### src/rtl/ps2_kbd_pkg.sv
// ps2_kbd_pkg
// Shared definitions for the PS/2 keycode decoder:
//   - set-2 scancode constants used by the prefix FSM and modifier tracking
//   - prefix_state_t, the state of the E0/F0 prefix interpreter
//   - scancode_to_ascii(), a pure translation from a make code to ASCII
//     (returns 8'h00 when the key has no printable/control character)
package ps2_kbd_pkg;

    localparam logic [7:0] CODE_EXT = 8'hE0;
    localparam logic [7:0] CODE_BRK = 8'hF0;
    localparam logic [7:0] LSHIFT   = 8'h12;
    localparam logic [7:0] RSHIFT   = 8'h59;
    localparam logic [7:0] CAPS     = 8'h58;
    localparam logic [7:0] ENTER    = 8'h5A;

    typedef enum logic [1:0] {
        IDLE    = 2'd0,
        EXT     = 2'd1,
        BRK     = 2'd2,
        EXT_BRK = 2'd3
    } prefix_state_t;

    // Letters are looked up as lower case and shifted down by 0x20 when
    // upper_letters is set; digits honour only shift (Caps Lock does not
    // affect them). Extended codes only know keypad Enter.
    function automatic logic [7:0] scancode_to_ascii(
        input logic [7:0] code,
        input logic       ext,
        input logic       upper_letters,
        input logic       shift
    );
        logic [7:0] letter;
        logic [7:0] result;
        letter = 8'h00;
        result = 8'h00;
        if (ext) begin
            result = (code == ENTER) ? 8'h0D : 8'h00;
        end else begin
            case (code)
                8'h1C: letter = 8'h61; // a
                8'h32: letter = 8'h62; // b
                8'h21: letter = 8'h63; // c
                8'h23: letter = 8'h64; // d
                8'h24: letter = 8'h65; // e
                8'h2B: letter = 8'h66; // f
                8'h34: letter = 8'h67; // g
                8'h33: letter = 8'h68; // h
                8'h43: letter = 8'h69; // i
                8'h3B: letter = 8'h6A; // j
                8'h42: letter = 8'h6B; // k
                8'h4B: letter = 8'h6C; // l
                8'h3A: letter = 8'h6D; // m
                8'h31: letter = 8'h6E; // n
                8'h44: letter = 8'h6F; // o
                8'h4D: letter = 8'h70; // p
                8'h15: letter = 8'h71; // q
                8'h2D: letter = 8'h72; // r
                8'h1B: letter = 8'h73; // s
                8'h2C: letter = 8'h74; // t
                8'h3C: letter = 8'h75; // u
                8'h2A: letter = 8'h76; // v
                8'h1D: letter = 8'h77; // w
                8'h22: letter = 8'h78; // x
                8'h35: letter = 8'h79; // y
                8'h1A: letter = 8'h7A; // z
                default: letter = 8'h00;
            endcase
            if (letter != 8'h00) begin
                result = upper_letters ? (letter - 8'h20) : letter;
            end else begin
                case (code)
                    8'h16: result = shift ? 8'h21 : 8'h31; // 1 !
                    8'h1E: result = shift ? 8'h40 : 8'h32; // 2 @
                    8'h26: result = shift ? 8'h23 : 8'h33; // 3 #
                    8'h25: result = shift ? 8'h24 : 8'h34; // 4 $
                    8'h2E: result = shift ? 8'h25 : 8'h35; // 5 %
                    8'h36: result = shift ? 8'h5E : 8'h36; // 6 ^
                    8'h3D: result = shift ? 8'h26 : 8'h37; // 7 &
                    8'h3E: result = shift ? 8'h2A : 8'h38; // 8 *
                    8'h46: result = shift ? 8'h28 : 8'h39; // 9 (
                    8'h45: result = shift ? 8'h29 : 8'h30; // 0 )
                    8'h29: result = 8'h20;                 // space
                    8'h5A: result = 8'h0D;                 // Enter
                    8'h66: result = 8'h08;                 // Backspace
                    8'h0D: result = 8'h09;                 // Tab
                    8'h76: result = 8'h1B;                 // Esc
                    default: result = 8'h00;
                endcase
            end
        end
        return result;
    endfunction

endpackage

### src/rtl/kbd_char_fifo.sv
// kbd_char_fifo
// Synchronous FIFO for decoded characters.
//   clk, rst   : system clock, synchronous active-high reset
//   push/data  : write request and write data
//   pop        : read request (ignored while empty)
//   head       : entry at the read pointer
//   full/empty : occupancy flags
//   count      : occupancy, log2(DEPTH)+1 bits
// A push while full is accepted only if a pop happens in the same cycle;
// the slot being freed is the one the write lands in.
module kbd_char_fifo
    import ps2_kbd_pkg::*;
#(
    parameter int DEPTH = 8,
    parameter int WIDTH = 8
) (
    input  logic                       clk,
    input  logic                       rst,
    input  logic                       push,
    input  logic [WIDTH-1:0]           data,
    input  logic                       pop,
    output logic [WIDTH-1:0]           head,
    output logic                       full,
    output logic                       empty,
    output logic [$clog2(DEPTH):0]     count
);

    localparam int AW = $clog2(DEPTH);
    localparam logic [AW-1:0] PTR_ONE  = AW'(1);
    localparam logic [AW:0]   CNT_ONE  = (AW + 1)'(1);
    localparam logic [AW:0]   CNT_FULL = (AW + 1)'(DEPTH);

    logic [WIDTH-1:0] mem_r [DEPTH];
    logic [AW-1:0]    wr_ptr_r;
    logic [AW-1:0]    rd_ptr_r;
    logic [AW:0]      count_r;
    logic             do_push_s;
    logic             do_pop_s;

    assign empty     = (count_r == {(AW + 1){1'b0}});
    assign full      = (count_r == CNT_FULL);
    assign count     = count_r;
    assign head      = mem_r[rd_ptr_r];
    assign do_pop_s  = pop & ~empty;
    assign do_push_s = push & (~full | do_pop_s);

    // Pointer and occupancy bookkeeping.
    always_ff @(posedge clk) begin
        if (rst) begin
            wr_ptr_r <= {AW{1'b0}};
            rd_ptr_r <= {AW{1'b0}};
            count_r  <= {(AW + 1){1'b0}};
        end else begin
            if (do_push_s) begin
                wr_ptr_r <= wr_ptr_r + PTR_ONE;
            end else begin
                wr_ptr_r <= wr_ptr_r;
            end
            if (do_pop_s) begin
                rd_ptr_r <= rd_ptr_r + PTR_ONE;
            end else begin
                rd_ptr_r <= rd_ptr_r;
            end
            case ({do_push_s, do_pop_s})
                2'b10:   count_r <= count_r + CNT_ONE;
                2'b01:   count_r <= count_r - CNT_ONE;
                default: count_r <= count_r;
            endcase
        end
    end

    // Storage array; contents are only meaningful below count.
    always_ff @(posedge clk) begin
        if (do_push_s) begin
            mem_r[wr_ptr_r] <= data;
        end
    end

endmodule

### src/rtl/ps2_keycode_decoder.sv
// ps2_keycode_decoder
// Turns PS/2 set-2 scancodes from the frame receiver into ASCII characters.
//   clk, rst      : system clock, synchronous active-high reset
//   ps2_scancode  : receiver scancode, stable while ps2_valid is high
//   ps2_valid     : receiver frame-valid level (asynchronous to clk)
//   key_ascii     : character at FIFO head (0x00 while empty)
//   key_valid     : FIFO not empty
//   key_ready     : consumer pops the head this cycle
//   overflow      : sticky, a character was dropped on a full FIFO
//   shift_active  : either Shift key held
//   caps_active   : Caps Lock toggle state
// ps2_valid is synchronized; its rising edge raises a one-cycle strobe and
// captures the scancode. The prefix FSM consumes the captured code on the
// following edge, and any resulting character lands in the FIFO on that
// same edge.
module ps2_keycode_decoder
    import ps2_kbd_pkg::*;
#(
    parameter int FIFO_DEPTH  = 8,
    parameter int SYNC_STAGES = 2
) (
    input  logic       clk,
    input  logic       rst,
    input  logic [7:0] ps2_scancode,
    input  logic       ps2_valid,
    output logic [7:0] key_ascii,
    output logic       key_valid,
    input  logic       key_ready,
    output logic       overflow,
    output logic       shift_active,
    output logic       caps_active
);

    localparam int CW = $clog2(FIFO_DEPTH) + 1;

    logic [SYNC_STAGES-1:0] sync_r;
    logic                   prev_r;
    logic                   strobe_r;
    logic [7:0]             code_r;
    prefix_state_t          state_r;
    logic                   shift_r;
    logic                   caps_r;
    logic                   caps_held_r;
    logic                   overflow_r;

    logic                   make_s;
    logic                   ext_make_s;
    logic                   brk_s;
    logic                   is_shift_s;
    logic                   is_caps_s;
    logic [7:0]             ascii_s;
    logic                   push_s;
    logic                   drop_s;
    logic [7:0]             fifo_head_s;
    logic                   fifo_full_s;
    logic                   fifo_empty_s;
    logic [CW-1:0]          fifo_count_s;

    // Synchronizer and rising-edge capture. Reset loads ones so that a
    // frame-valid level already high at reset release is not a new edge.
    always_ff @(posedge clk) begin
        if (rst) begin
            sync_r   <= {SYNC_STAGES{1'b1}};
            prev_r   <= 1'b1;
            strobe_r <= 1'b0;
            code_r   <= 8'h00;
        end else begin
            sync_r   <= {sync_r[SYNC_STAGES-2:0], ps2_valid};
            prev_r   <= sync_r[SYNC_STAGES-1];
            strobe_r <= sync_r[SYNC_STAGES-1] & ~prev_r;
            if (sync_r[SYNC_STAGES-1] & ~prev_r) begin
                code_r <= ps2_scancode;
            end else begin
                code_r <= code_r;
            end
        end
    end

    // Classify the captured code according to the current prefix state.
    always_comb begin
        make_s     = 1'b0;
        ext_make_s = 1'b0;
        brk_s      = 1'b0;
        if (strobe_r) begin
            case (state_r)
                IDLE:    make_s     = (code_r != CODE_EXT) && (code_r != CODE_BRK);
                EXT:     ext_make_s = (code_r != CODE_EXT) && (code_r != CODE_BRK);
                BRK:     brk_s      = (code_r != CODE_BRK);
                EXT_BRK: make_s     = 1'b0;
                default: make_s     = 1'b0;
            endcase
        end else begin
            make_s = 1'b0;
        end
    end

    assign is_shift_s = (code_r == LSHIFT) || (code_r == RSHIFT);
    assign is_caps_s  = (code_r == CAPS);
    assign ascii_s    = scancode_to_ascii(code_r, ext_make_s, shift_r ^ caps_r, shift_r);
    assign push_s     = ((make_s && !is_shift_s && !is_caps_s) || ext_make_s)
                        && (ascii_s != 8'h00);
    // While full the FIFO is non-empty, so key_ready alone decides the pop.
    assign drop_s     = push_s && fifo_full_s && !key_ready;

    // Prefix FSM plus modifier and overflow state.
    always_ff @(posedge clk) begin
        if (rst) begin
            state_r     <= IDLE;
            shift_r     <= 1'b0;
            caps_r      <= 1'b0;
            caps_held_r <= 1'b0;
            overflow_r  <= 1'b0;
        end else begin
            if (strobe_r) begin
                case (state_r)
                    IDLE: begin
                        if (code_r == CODE_EXT) begin
                            state_r <= EXT;
                        end else if (code_r == CODE_BRK) begin
                            state_r <= BRK;
                        end else begin
                            state_r <= IDLE;
                        end
                    end
                    EXT: begin
                        if (code_r == CODE_BRK) begin
                            state_r <= EXT_BRK;
                        end else if (code_r == CODE_EXT) begin
                            state_r <= EXT;
                        end else begin
                            state_r <= IDLE;
                        end
                    end
                    BRK: begin
                        if (code_r == CODE_BRK) begin
                            state_r <= BRK;
                        end else begin
                            state_r <= IDLE;
                        end
                    end
                    EXT_BRK: state_r <= IDLE;
                    default: state_r <= IDLE;
                endcase
            end else begin
                state_r <= state_r;
            end

            if (make_s && is_shift_s) begin
                shift_r <= 1'b1;
            end else if (brk_s && is_shift_s) begin
                shift_r <= 1'b0;
            end else begin
                shift_r <= shift_r;
            end

            // caps_held suppresses re-toggling on typematic repeats.
            if (make_s && is_caps_s && !caps_held_r) begin
                caps_r      <= ~caps_r;
                caps_held_r <= 1'b1;
            end else if (brk_s && is_caps_s) begin
                caps_r      <= caps_r;
                caps_held_r <= 1'b0;
            end else begin
                caps_r      <= caps_r;
                caps_held_r <= caps_held_r;
            end

            overflow_r <= overflow_r | drop_s;
        end
    end

    kbd_char_fifo #(
        .DEPTH (FIFO_DEPTH),
        .WIDTH (8)
    ) u_fifo (
        .clk   (clk),
        .rst   (rst),
        .push  (push_s),
        .data  (ascii_s),
        .pop   (key_ready),
        .head  (fifo_head_s),
        .full  (fifo_full_s),
        .empty (fifo_empty_s),
        .count (fifo_count_s)
    );

    assign key_valid    = (fifo_count_s != {CW{1'b0}});
    assign key_ascii    = fifo_empty_s ? 8'h00 : fifo_head_s;
    assign overflow     = overflow_r;
    assign shift_active = shift_r;
    assign caps_active  = caps_r;

endmodule

### config.mk
export PLATFORM = sky130hd
export DESIGN_NAME = ps2_keycode_decoder
export DESIGN_NICKNAME = d
export VERILOG_FILES = /design/src/rtl/ps2_kbd_pkg.sv /design/src/rtl/kbd_char_fifo.sv /design/src/rtl/ps2_keycode_decoder.sv
export SDC_FILE = /design/constraint.sdc
export NUM_CORES = 1
export LEC_CHECK = 0
export CAP_MARGIN = 20
export CORE_MARGIN = 2
export CORE_UTILIZATION = 37
export DETAILED_ROUTE_END_ITERATION = 16
export GPL_TIMING_DRIVEN = 0
export HOLD_SLACK_MARGIN = 0.05
export PLACE_DENSITY = 0.53
export SLEW_MARGIN = 20
export SYNTH_ARGS = -nofsm -noshare
export SYNTH_HDL_FRONTEND = slang
export SYNTH_SLANG_ARGS = --single-unit
### constraint.sdc
create_clock -name clk -period 4.2 [get_ports clk]
set_input_delay 0.42 -clock clk [delete_from_list [all_inputs] [get_ports clk]]
set_output_delay 0.42 -clock clk [all_outputs]
set_load 0.1 [all_outputs]
Word level (Yosys, flattened, before mapping). Memory sizes are Yosys's and may differ from the RTL's. A register that Yosys moved wholly into a read port is not among the register bits. Index checks and enable logic that the tools add are counted. W data, S select, Z words.

Eq/ne operators: 28. Div/mod/pow operators: 0. $add $sub $neg: 5. Reductions and logical operators: 25. Shifts and indexed selects: 0. Multiply operators: 0. Mux-type cells: 40. $lt $le $gt $ge: 0. Bitwise gates (word level): 10.

Operators with widths (count): $pmux W7 S15 (1); $eq A8 B6 Y1 const B (7); $eq A8 B7 Y1 const B (7); $mux W8 (6); $mux W5 (8); $mux W7 (4); $eq A8 B5 Y1 const B (3); $eq A8 B8 Y1 const B (2); $ne A8 B8 Y1 const B (2); $reduce_bool A8 Y1 (2); $mux W1 (13); $logic_and A1 B1 Y1 (11); $eq A8 B4 Y1 const B (1); $pmux W2 S4 (1); $pmux W4 S2 (1); $sub A8 B6 Y8 const B (1); $add A3 B1 Y3 const B (2); $eq A2 B2 Y1 const B (3); $mux W2 (3); $mux W3 (2); $reduce_bool A2 Y1 (3); $add A4 B1 Y4 const B (1); $eq A2 B1 Y1 const B (2); $eq A4 B4 Y1 const B (1); 11 further kinds (21).

Memories kept: 2. Output and inout bits: 12. ROM bits: 896. Bits in registers: 28. Bits in writable memories: 64. Latch bits: 0. Logic and storage cells: 122. Bits of input ports: 12.

Memories: (name not given) (depth 128, bits a word 7, rd ports 1, clocked after Yosys merged registers in 1, write ports 0, RTL line ps2_kbd_pkg.sv:39) `case (code)`; u_fifo.mem_r (depth 8, bits a word 8, rd ports 1, clocked after Yosys merged registers in 1, write ports 1, RTL line kbd_char_fifo.sv:33) `logic [WIDTH-1:0] mem_r [DEPTH];`.

Depth between registers and ports, before layout. Gate-level depths: netlist (run 1).

Depth in word-level cells: 14. Mapped depth: 16. Mapped depth without buffers: 15.

Modules after synthesis. A second synthesis (run 1) with hierarchy kept.

Cell total of the unflattened synthesis: 487. Area, all modules: 5532.8 µm².

Modules (own cells, without submodules): kbd_char_fifo (area each 3203.1 µm², instances 1, seq. area each 2182.1 µm², cells an instance 176); ps2_keycode_decoder (area each 2329.7 µm², instances 1, seq. area each 480.5 µm², cells an instance 311).

Worst setup path before layout (run 1). OpenSTA, ideal clock, no wires.

Path kind: register to register. Start point: reg shift_r, in the netlist shift_active. End point: mem u_fifo.mem_r[2][0] (enable). Data arrival time: 3.738 ns. Stages on the path, launching flop included: 10. Setup slack: 0.064 ns. Buffers on the path: 1. Library setup time: 0.398 ns. Cell sequence: dfxtp_1 buf_4 and3b_1 o2111ai_1 nand3_1 a2111oi_0 a311o_1 a2111oi_4 nand2_1 nor4b_1.

Word-level cells in the longest chain between the ends: 9. Elaborated cells on any way between the ends: 20.

RTL lines: start, declared (RTL line ps2_keycode_decoder.sv:41) `logic shift_r;`; start signal, assigned (RTL line ps2_keycode_decoder.sv:153) `shift_r <= shift_r;`; $mux W5 (tied with other cells) (RTL line ps2_kbd_pkg.sv:81) `8'h45: result = shift ? 8'h29 : 8'h30;`; $pmux W7 S15 / $mux W8 (equally long branches) (RTL line ps2_kbd_pkg.sv:71, ps2_kbd_pkg.sv:69); $mux W8 * (RTL line ps2_kbd_pkg.sv:68) `if (letter != 8'h00) begin`; $mux W8 * (RTL line ps2_kbd_pkg.sv:36) `if (ext) begin`; $reduce_bool A8 Y1 * (RTL line ps2_keycode_decoder.sv:101) `&& (ascii_s != 8'h00);`; $logic_and A1 B1 Y1 * (RTL line ps2_keycode_decoder.sv:101); $and A1 B1 Y1 * (RTL line kbd_char_fifo.sv:45) `assign do_push_s = push & (~full | do_pop_s);`; $mux W1 * (RTL line kbd_char_fifo.sv:74) `if (do_push_s) begin`; $mux W1 (not written as such) * (RTL line kbd_char_fifo.sv:75) `mem_r[wr_ptr_r] <= data;`; end, declared (RTL line kbd_char_fifo.sv:33).

Every way passes the cells marked *; elsewhere a longest branch is shown, timed or not.

==> run metrics, run 1 <==
CTS max path bufs=2; Final HPWL DP=8.928 mm; Chip Width=123.9 um; vias in the first global route=3812; starting DRC count in detailed routing=361; utilization of the core after routing=44.18%; detailed-route wire length=12.24 mm; clock tree sinks=101; remaining number of nets flagged by the antenna check after routing=0; clock insertion delay at the later pin of the skew report=0.35 ns; post-synthesis instance area=0.005315 mm^2; Warnings, synthesis=0; count of buffering cells on the critical path with inverters included=3; overall power=2.892 mW; cell-by-cell listing of the critical path=clkbuf_1 -> clkdlybuf4s15_2 -> mux4_2 -> mux2i_1 -> nor2_1 -> clkdlybuf4s50_1; number of distinct library cell variants in the gate-level netlist after synthesis=65; hold-fix buffer count after cts=0; startpoint type of the worst setup path=flip-flop; post-CTS setup buffers=0; slew at the pin with the worst max-slew slack=0.9732 ns; maximum fanout along the worst path=10; post-synth top area cell=sky130_fd_sc_hd__edfxtp_1; master cell of the clock root buffer=sky130_fd_sc_hd__clkbuf_16; Crit Path Class=flip-flop to output port; EDFF count, synth=64; clock tree from TritonCTS=built; IR drop worst, VDD=0.2664 mV; floorplan die height=123.9 um; area added between synthesis and finish=15.82%; unrepaired setup endpoints after global routing=false; Max transition margin=34.92%; full die area=0.01534 mm^2; total area of multi-input combinational cells=0.002461 mm^2; max-cap violations=0; Hold Fails Final Rpt=0; Worst Skew=0.007758 ns; prevailing post-synth register cell=sky130_fd_sc_hd__edfxtp_1; Antenna Cells=0; number of antenna violations at the first check in global routing=0; Power per Cell Area=469.8 mW/mm^2; count of final max-slew check failures=0; post-synthesis average cell area=11.12 um^2; input/output buffers=23; number of remaining DRC errors=0; f_max=257.1 MHz; endpoint required time on the critical path=3.78 ns; share of synthesized registers carrying an async set or reset=0%; Largest delay share family, worst path=buffers and inverters; area of all sequential standard cells=0.002663 mm^2; Leakage=2.105 nW; total number of nets in the final design=544; instance count of the mapped netlist=478; first-pass GRT wire length=19.87 mm; final RePlAce weighted congestion=0.9002; ratio of cells with drive above 1 in the final layout=14.34%; total congestion overflow after global routing=0; WP data arrival=3.47 ns; number of vias after detailed routing=3890; per-cell routed wire length=17.41 um; number of storage elements in the synthesis netlist=101; average via count per standard cell=5.533; CTS Buf Count=9; pin count of the biggest net entering global routing=19; worst slack on hold paths=0.4149 ns; H-tree Lvls=3; slowest library cell on the worst path=sky130_fd_sc_hd__clkdlybuf4s50_1; clock-pin transition on the worst setup and hold timing paths=0.07 ns; endpoint type of the worst setup path=output port; Crit path largest cell delay=0.99 ns; minimum period implied by the final worst setup slack=3.890 ns; ratio of final minimum period to clock period=92.62%; core region area=0.01393 mm^2; fraction of synthesized cell area taken by the top area cell type=36.16%; number of fill cells in the layout=1345; type of the worst min-delay path=flip-flop to flip-flop; leading cell types by total area after synthesis=sky130_fd_sc_hd__edfxtp_1, sky130_fd_sc_hd__dfxtp_1, sky130_fd_sc_hd__mux4_2, sky130_fd_sc_hd__nor2_1, sky130_fd_sc_hd__mux2i_1; global-route usage over all layers=17.17%; final number of setup-violating endpoints=0; number of placed I/O pins=24; number of core rows=43; Initial Utilization=38.14%; first-pass detailed-route iteration total=5; sequential-to-total area share from yosys stat=50.09%; number of nets produced by synthesis=504; result of the run=finished, final reports clean
## cell type report
cell class,instances,share of cell area (%)
Sequential cell,101,43.25
Multi-Input combinational cell,324,39.98
Timing Repair Buffer,29,4.350
Clock buffer,10,3.720
Tap cell,180,3.659
Buffer,32,2.886
Inverter,21,1.280
Clock inverter,6,0.8740
## power by group
part	internal, mW	switching [mW]	total, mW
Sequential	1.08	0.0285	1.10
Clock	0.413	0.384	0.797
Combinational	0.335	0.655	0.990
Total	1.82	1.07	2.89
## cell usage after synthesis, types with 4 or more instances
master and number:
sky130_fd_sc_hd__o22ai_1 7, sky130_fd_sc_hd__nor3b_1 4, sky130_fd_sc_hd__clkbuf_1 15, sky130_fd_sc_hd__a21boi_0 4
sky130_fd_sc_hd__xor2_1 6, sky130_fd_sc_hd__mux2i_1 18, sky130_fd_sc_hd__edfxtp_1 64, sky130_fd_sc_hd__and2_1 5
sky130_fd_sc_hd__nand2_1 29, sky130_fd_sc_hd__nor2b_1 10, sky130_fd_sc_hd__nor2_1 52, sky130_fd_sc_hd__xnor2_1 7
sky130_fd_sc_hd__buf_4 8, sky130_fd_sc_hd__nand3_1 8, sky130_fd_sc_hd__a211oi_1 5, sky130_fd_sc_hd__and2b_1 4
sky130_fd_sc_hd__mux4_2 16, sky130_fd_sc_hd__inv_1 19, sky130_fd_sc_hd__a21oi_1 27, sky130_fd_sc_hd__nor3_1 10
sky130_fd_sc_hd__or2_2 7, sky130_fd_sc_hd__dfxtp_1 37, sky130_fd_sc_hd__buf_2 4, sky130_fd_sc_hd__ha_1 13
sky130_fd_sc_hd__a31oi_1 5, sky130_fd_sc_hd__nand4_1 11, sky130_fd_sc_hd__o211ai_1 6, sky130_fd_sc_hd__o21ai_0 11
## cells by family (layout without fill, tap and decap cells)
family	after synthesis	after routing	share of synthesized area (%)
adders and majority gates	14	14	3.437
AOI/OAI and AO/OA	95	95	12.31
and+or+nand+nor	168	168	17.16
xor gates and xnor gates	13	13	2.142
DFF	101	101	50.09
muxes	34	34	10.17
buffers and inverters	53	98	4.685
## flip-flops by register name, summed over array words and instances (netlist names), named ones only
register and cells:
u_fifo.rd_ptr_r 3, caps_active 1, prev_r 1, u_fifo.wr_ptr_r 3, u_fifo.mem_r 64, overflow 1
code_r 8, u_fifo.count 4, sync_r 2, caps_held_r 1, state_r 2, strobe_r 1
shift_active 1
## per-stage QoR
stage          setup WS (ns)  cells  instance area, um^2  TNS [ns]
2_1_floorplan        0.06404    478                 5315         0
3_3_place_gp         -0.5409    681                 5771    -14.22
3_5_place_dp          0.1827    687                 5848         0
4_1_cts               0.1412    703                 6138         0
5_1_grt              0.06801    703                 6156         0
6_report              0.3101    703                 6156         0
## cell usage in the layout (no fill, tap or decap), types with 13 or more instances in the layout
| cell type | n |
|---|---|
| sky130_fd_sc_hd__nand2_1 | 29 |
| sky130_fd_sc_hd__mux4_2 | 16 |
| sky130_fd_sc_hd__clkbuf_1 | 16 |
| sky130_fd_sc_hd__dfxtp_1 | 37 |
| sky130_fd_sc_hd__ha_1 | 13 |
| sky130_fd_sc_hd__clkdlybuf4s50_1 | 23 |
| sky130_fd_sc_hd__nor2_1 | 52 |
| sky130_fd_sc_hd__a21oi_1 | 27 |
| sky130_fd_sc_hd__mux2i_1 | 18 |
| sky130_fd_sc_hd__edfxtp_1 | 64 |
| sky130_fd_sc_hd__inv_1 | 19 |
## repair_timing
| action | in CTS | in global routing |
|---|---|---|
| gates resized for setup | 2 | 2 |
| endpoints found under the hold margin | 0 | 0 |
| pin swaps | 0 | 0 |
| setup endpoints to repair | 2 | 3 |
## path summary, 6_finish.rpt
kind,from,to,slack (ns),cells after the start
min reg2reg,sync_r[0],sync_r[1],0.41,1
max,flip-flop,key_ascii[0],0.31,6
max reg2reg,code_r[4],u_fifo.mem_r[7][5],0.31,10
min,sync_r[0],sync_r[1],0.41,1
## metal layers
| metal | up-vias | track usage [%] | share of wire, % |
|---|---|---|---|
| li1 | 1859 | - | - |
| met5 | - | 0 | 0 |
| met2 | 92 | 30.25 | 52 |
| met1 | 1931 | 21.62 | 44 |
| met4 | 0 | 3.764 | 0.55 |
| met3 | 8 | 3.709 | 3.8 |
(Power assumes the default switching activity.)
==> run 2: changes to the inputs <==
--- a/config.mk
+++ b/config.mk
@@ -5,7 +5,7 @@
 export SDC_FILE = /design/constraint.sdc
 export NUM_CORES = 1
 export LEC_CHECK = 0
-export CAP_MARGIN = 20
+export CAP_MARGIN = 15
 export CORE_MARGIN = 2
 export CORE_UTILIZATION = 37
 export DETAILED_ROUTE_END_ITERATION = 16
==> results of run 2 <==
Same layout as run 1: the final DEF is identical, and so are final timing and power.
